<file path="config.mk">
export PLATFORM = sky130hd
export DESIGN_NAME = sound_event_scheduler
export DESIGN_NICKNAME = d
export VERILOG_FILES = /design/src/rtl/sound_event_scheduler.sv
export SDC_FILE = /design/constraint.sdc
export NUM_CORES = 1
export LEC_CHECK = 0
export CAP_MARGIN = 20
export CORE_ASPECT_RATIO = 1.75
export CORE_MARGIN = 4
export CORE_UTILIZATION = 50
export CTS_BUF_LIST = sky130_fd_sc_hd__clkbuf_4 sky130_fd_sc_hd__clkbuf_8
export CTS_CLUSTER_SIZE = 8
export DETAILED_ROUTE_END_ITERATION = 7
export HOLD_SLACK_MARGIN = 0.1
export PLACE_DENSITY = 0.84
export SLEW_MARGIN = 30
export SYNTH_ARGS = -nofsm -noshare
export SYNTH_HDL_FRONTEND = slang
export SYNTH_SLANG_ARGS = --single-unit
</file>
<file path="constraint.sdc">
create_clock -name clk -period 3.1 [get_ports clk]
set_input_delay 0.93 -clock clk [delete_from_list [all_inputs] [get_ports clk]]
set_output_delay 0.93 -clock clk [all_outputs]
set_load 0.02 [all_outputs]
</file>
<file path="src/rtl/sound_event_scheduler.sv">
// Sound event scheduler: sticky pending set, highest-code-first issue, ack/done handshake, inter-sound gap.
// Optional mute support is compiled in with `define SOUND_MUTE_EN.
module sound_event_scheduler #(
  parameter int ACK_TIMEOUT = 16,
  parameter int GAP_CYCLES  = 1000000,
  parameter int CNT_W       = 24
) (
  input  logic       clk,
  input  logic       rstn,
  input  logic [6:0] req,
  input  logic       player_busy,
  input  logic       mute,
  output logic       play_sound,
  output logic [2:0] sound_code,
  output logic [6:0] pending,
  output logic       sched_busy
);

  typedef enum logic [2:0] {
    IDLE,
    ISSUE,
    WAIT_ACK,
    WAIT_DONE,
    GAP
  } state_e;

  // Terminal counts; a zero parameter collapses to a compare that is always true.
  localparam logic [CNT_W-1:0] ACK_LAST = (ACK_TIMEOUT > 0) ? CNT_W'(ACK_TIMEOUT - 1) : '0;
  localparam logic [CNT_W-1:0] GAP_LAST = (GAP_CYCLES > 0) ? CNT_W'(GAP_CYCLES - 1) : '0;

  state_e           state_q, state_d;
  logic [CNT_W-1:0] cnt_q, cnt_d;
  logic [6:0]       pend_q, pend_d;
  logic [2:0]       code_q, code_d;
  logic [2:0]       sel;
  logic [6:0]       clr;
  logic             mute_act;

`ifdef SOUND_MUTE_EN
  assign mute_act = mute;
`else
  logic unused_mute;
  assign unused_mute = mute;
  assign mute_act    = 1'b0;
`endif

  // Highest set bit wins; later loop iterations override earlier ones.
  always_comb begin
    sel = 3'd0;
    for (int i = 0; i < 7; i++) begin
      if (pend_q[i]) sel = 3'(i + 1);
    end
  end

  // NOTE: every comb output gets a default first so no path leaves it unassigned (no latch).
  always_comb begin
    state_d = state_q;
    cnt_d   = cnt_q;
    code_d  = code_q;
    clr     = '0;
    case (state_q)
      IDLE: begin
        if (pend_q != '0 && !mute_act) begin
          code_d  = sel;
          clr     = (sel == 3'd7) ? 7'h7F : (7'b1 << (sel - 3'd1));
          state_d = ISSUE;
        end
      end
      ISSUE: begin
        cnt_d   = '0;
        state_d = WAIT_ACK;
      end
      WAIT_ACK: begin
        if (player_busy) begin
          state_d = WAIT_DONE;
        end else if (cnt_q >= ACK_LAST) begin
          cnt_d   = '0;
          state_d = GAP;
        end else begin
          cnt_d = cnt_q + CNT_W'(1);
        end
      end
      WAIT_DONE: begin
        if (!player_busy) begin
          cnt_d   = '0;
          state_d = GAP;
        end
      end
      GAP: begin
        if (cnt_q >= GAP_LAST) state_d = IDLE;
        else                   cnt_d   = cnt_q + CNT_W'(1);
      end
      default: state_d = IDLE;
    endcase
    // New requests win over the clear of the code being selected.
    pend_d = mute_act ? '0 : ((pend_q & ~clr) | req);
  end

  // NOTE: reset is synchronous, so it lives inside the clocked branch; state uses <= only.
  always_ff @(posedge clk) begin
    if (!rstn) begin
      state_q <= IDLE;
      cnt_q   <= '0;
      pend_q  <= '0;
      code_q  <= '0;
    end else begin
      state_q <= state_d;
      cnt_q   <= cnt_d;
      pend_q  <= pend_d;
      code_q  <= code_d;
    end
  end

  always_comb begin
    play_sound = (state_q == ISSUE);
    sched_busy = (state_q != IDLE);
    sound_code = code_q;
    pending    = pend_q;
  end

endmodule

</file>
# ---- Word level (Yosys, flattened, before mapping)
# Index checks and enable logic that the tools add are counted.
# Widths: inputs -> output; s select.
dict set report word_totals {
  out_inout_bits 12
  inputBits 11
  register_bits 37
  elab_cells 51
}
dict set report op_classes {
  reduce_logical 7
  n_lt_le_gt_ge 2
  n_bitwise 3
  eq_ne 11
  n_shift 1
  muxes 21
  addsub 2
}
# op count
set op_table {}
lappend op_table {{$mux 24} 4}
lappend op_table {{$pmux 24 s4} 1}
lappend op_table {{$mux 3} 9}
lappend op_table {{$add 24x1->24 const B} 1}
lappend op_table {{$ge 24x20->1 const B} 1}
lappend op_table {{$ge 24x4->1 const B} 1}
lappend op_table {{$mux 7} 3}
lappend op_table {{$pmux 3 s5} 1}
lappend op_table {{$ne 2x2->1 const B} 5}
lappend op_table {{$reduce_and 4->1} 2}
lappend op_table {{$and 7x7->7} 1}
lappend op_table {{$not 7->7} 1}
lappend op_table {{$or 7x7->7} 1}
lappend op_table {{$reduce_bool 7->1} 1}
lappend op_table {{$shl 1x3->7 const A} 1}
lappend op_table {{$eq 3x2->1 const B} 2}
lappend op_table {{$eq 3x3->1 const B} 2}
lappend op_table {{$mux 2} 2}
lappend op_table {{$reduce_bool 4->1} 1}
lappend op_table {{$eq 3x1->1 const B} 1}
lappend op_table {{$logic_not 3->1} 1}
lappend op_table {{$ne 3x3->1 const B} 1}
lappend op_table {{$reduce_bool 3->1} 1}
lappend op_table {{$sub 3x1->3 const B} 1}
lappend op_table {{2 further kinds} 2}

# ---- Logic depth before layout (Yosys ltp)
dict set report depth {
  word_depth 15
  depth_mapped 8
  mapped_depth_nobuf 7
}

# ---- Worst setup path after synthesis
# Ideal clock, no wire load.
dict set report synth_path {
  path_type {input to register}
  start {in player_busy}
  end {reg cnt_q[18]}
  required_ns 2.972
  setup_slack_ns 0.709
  arrival_time_ns 2.263
  stages 7
  n_path_buf 1
  setup_time_ns 0.128
  cell_sequence {nand2_1 -> or3b_2 -> nand2_1 -> clkbuf_1 -> o2111ai_1 -> xor2_1 -> nor2_1}
}
dict set report synth_between {
  elab_chain_len 2
  elab_cells_between_ends 3
  classes_between {2 x eq/ne; 1 x reduce/logical}
}
# item line_no
set synth_lines {}
lappend synth_lines {{start: declaration} 11} ;# input logic player_busy,
lappend synth_lines {{$ne 2x2->1 (no source line)} n/a}
lappend synth_lines {{$reduce_and 4->1 (no source line) (*)} n/a}
lappend synth_lines {{end signal: assignment} 108} ;# cnt_q <= cnt_d;
lappend synth_lines {{end: declaration} 32} ;# logic [CNT_W-1:0] cnt_q, cnt_d;
# Mark *: on every way between the ends. The rest lies on a longest branch, timed or not.
# A chain may end at the register's enable or synchronous reset.

# ---- Worst setup path in the final report
dict set report layout_path {
  start {reg state_q[2]}
  end {out sched_busy}
}
dict set report layout_between {
  elab_chain_len 1
}
# item line_no
set layout_lines {}
lappend layout_lines {{start: declaration} 31} ;# state_e state_q, state_d;
lappend layout_lines {{start signal: assignment} 107} ;# state_q <= state_d;
lappend layout_lines {{$reduce_bool 3->1} 116} ;# sched_busy = (state_q != IDLE);
lappend layout_lines {{end: declaration} 16} ;# output logic sched_busy
# Every way passes these cells.

==> flow_summary.ini <==
[run_status]
outcome = finished, final reports clean

[pwr]
power.density_mw_per_mm2 = 658
power_frac_comb = 0.314
clkPwrFrac = 0.295
p_seq_frac = 0.391
p_int_uw = 941
swShare = 0.335
switchingPower_uw = 475
vdd_drop_max_mv = 0.471
p_leak_uw = 0.000817

[clocking]
root_buffer = clkbuf_8
clock_path_buffers = 2
clk_pin_slew_ns = 0.08
cts_inserted_buffers = 5
cts_tree = yes
cts_hold_buffers = 0
cts_max_level = 2
clk_latency_ns = 0.29
clock_sink_count = 37
postCtsSetupBuffers = 0
cts_resized = 0

[sta]
setup_tns_ns = 0
slew-limit-headroom = 0.582
report.final.slew_viol_count = 0
rsz0062_at_grt = false
fmax_mhz = 362
fin_ws_ns = 0.338
hold_viol_final = 0
finalCriticalPeriod_ns = 2.76
worst-slew-pin-transition_ns = 0.620
setup_viol = 0
finalCritPeriodShare = 0.891
clock_skew_ns = 0.0108

[floorplanning]
fp.dieH_um = 86.7
core_mm2 = 0.00340
die_x_um = 53.0
num_rows = 28
start_util = 0.521
ios = 23
design.die.area_mm2 = 0.00459

[critical_path]
worstSetupPathType = reg2out
cp_max_fo = 9
crit_family = buffers and inverters
startpoint_type = flip-flop
end_kind = output pin
crit_slowest_cell = clkdlybuf4s50_1
cp_cell_sequence = nor3_1 -> inv_1 -> clkdlybuf4s50_1
cp.arrival_ns = 1.83
slowest_delay_ns = 0.58
ff2ff_path_depth = 6
crit_buf_inv = 2
crit_required_ns = 2.17
critical_path_depth = 3

[global_routing]
grt_use_total = 0.196
grt_pass1_vias = 1605
grt_pass1_wl_um = 6770
grt_overflow_total = 0
antenna_found_initial = 0
grt_max_degree = 25

[synth]
ys_ff_latch = 37
async_reset_ff_frac = 0
yosysWarnings = 0
synth_nets = 216
seq_area_frac_synth = 0.419
ys_top_cells_by_area = dfxtp_1 42%, xor2_1 6.9%, nor2_1 6.4%
yosysUniqueCellTypes = 41
yosys.area.top_type = dfxtp_1
post-synth-top-area-fraction = 0.419
synth_edf_count = 0
synthesis.area_mm2 = 0.00177
postSynthAreaPerCell_um2 = 8.67
synth_flop_cell = dfxtp_1
syn_inst = 204

[routing]
drt_iter0_markers = 20
drtAntennaViolNets = 0
route.detailed.drc = 0
wire_per_inst_um = 13.9
wl_um = 3820
drt_pass1_iterations = 4
vias = 1528
via_per_inst = 5.58

[placed_design]
gp_congestion = 0.761
io_buffers = 21
placedCellCount = 266
dpl.hpwl_um = 2880
dpl_worst_slack_ns = 0.159

[flow_run]
max_cap_violations = 0

[layout]
nFillCells = 306
area_growth_pct = 21.6
final_cell_mix = 37 x dfxtp_1, 30 x nor2_1, 21 x clkdlybuf4s50_1
n_antenna_cell = 0
layoutNonFillerInstCount = 274
drive_above_1_share = 0.0873
layout.nets = 240
final_common_cell = dfxtp_1

[hold_path]
hold_depth = 2
hold_path.class = reg2reg
-- cells in the mapped netlist (5+ instances only) --
cell	number
nor2_1	30
inv_1	7
a21oi_1	16
o2111ai_1	6
nand4_1	5
o21ai_0	14
clkbuf_1	6
nor2b_1	8
and3_1	5
nand2_1	6
dfxtp_1	37
xor2_1	14
-- cell families (layout without fill, tap and decap cells) --
logic type                 count (synthesis)  count (layout)  synth area share
and+or+nand+nor                           80              80             0.240
DFF                                       37              37             0.419
buffers and inverters                     15              40            0.0368
AOI/OAI and AO/OA                         56              56             0.223
xor gates and xnor gates                  14              14            0.0693
adders and majority gates                  1               1           0.00707
muxes                                      1               1           0.00566
-- sequential cells by signal, summed over array words and instances (netlist names) --
signal / cells
state_q: 3
cnt_q: 24
sound_code: 3
pending: 7
-- final cells by class --
| cell class | count | area, um^2 | share of cell area |
|---|---|---|---|
| Multi-Input combinational cell | 152 | 963 | 0.448 |
| Inverter | 7 | 26.3 | 0.0122 |
| Timing Repair Buffer | 25 | 253 | 0.117 |
| Clock inverter | 3 | 43.8 | 0.0203 |
| Clock buffer | 5 | 68.8 | 0.0320 |
| Sequential cell | 37 | 741 | 0.344 |
| Tap cell | 45 | 56.3 | 0.0262 |
-- worst register-to-register path: stages (launching register included) --
cell	delay (ns)
dfxtp_1	0.36
or4_4	0.56
a21o_1	0.19
a221oi_4	0.52
nor2_2	0.19
or3_1	0.38
a21oi_1	0.14
-- routing by layer --
layer	vias to the layer above	global-route usage	routed length [um]
li1	780	-	-
met1	715	0.194	1460
met2	25	0.354	2140
met3	8	0.0585	137
met4	0	0.0953	85
met5	-	0	0
-- final timing paths --
path,startpoint,end,slack [ns]
max reg2reg,cnt_q[10],cnt_q[13],0.71
min,cnt_q[22],cnt_q[22],0.43
min reg2reg,cnt_q[22],cnt_q[22],0.43
max,state_q[2],sched_busy,0.34
-- through the flow --
stage          hold WS, ns   util  power, uW  cell area (um^2)
5_1_grt              0.450  0.633       1500              2150
3_3_place_gp         0.415  0.600       1000              2040
4_1_cts              0.433  0.633       1430              2150
6_report             0.433  0.633       1420              2150
2_1_floorplan        0.408      -        834              1770
3_5_place_dp         0.420  0.600       1010              2040
-- power groups by stage --
stage	clock network (uW)	logic, uW	registers [uW]
after floorplan	0	257	577
after global placement	0	442	562
after detailed placement	0	447	564
after CTS	425	449	553
after global routing	448	489	560
final	418	444	553
Power figures use the tool's default switching activity.
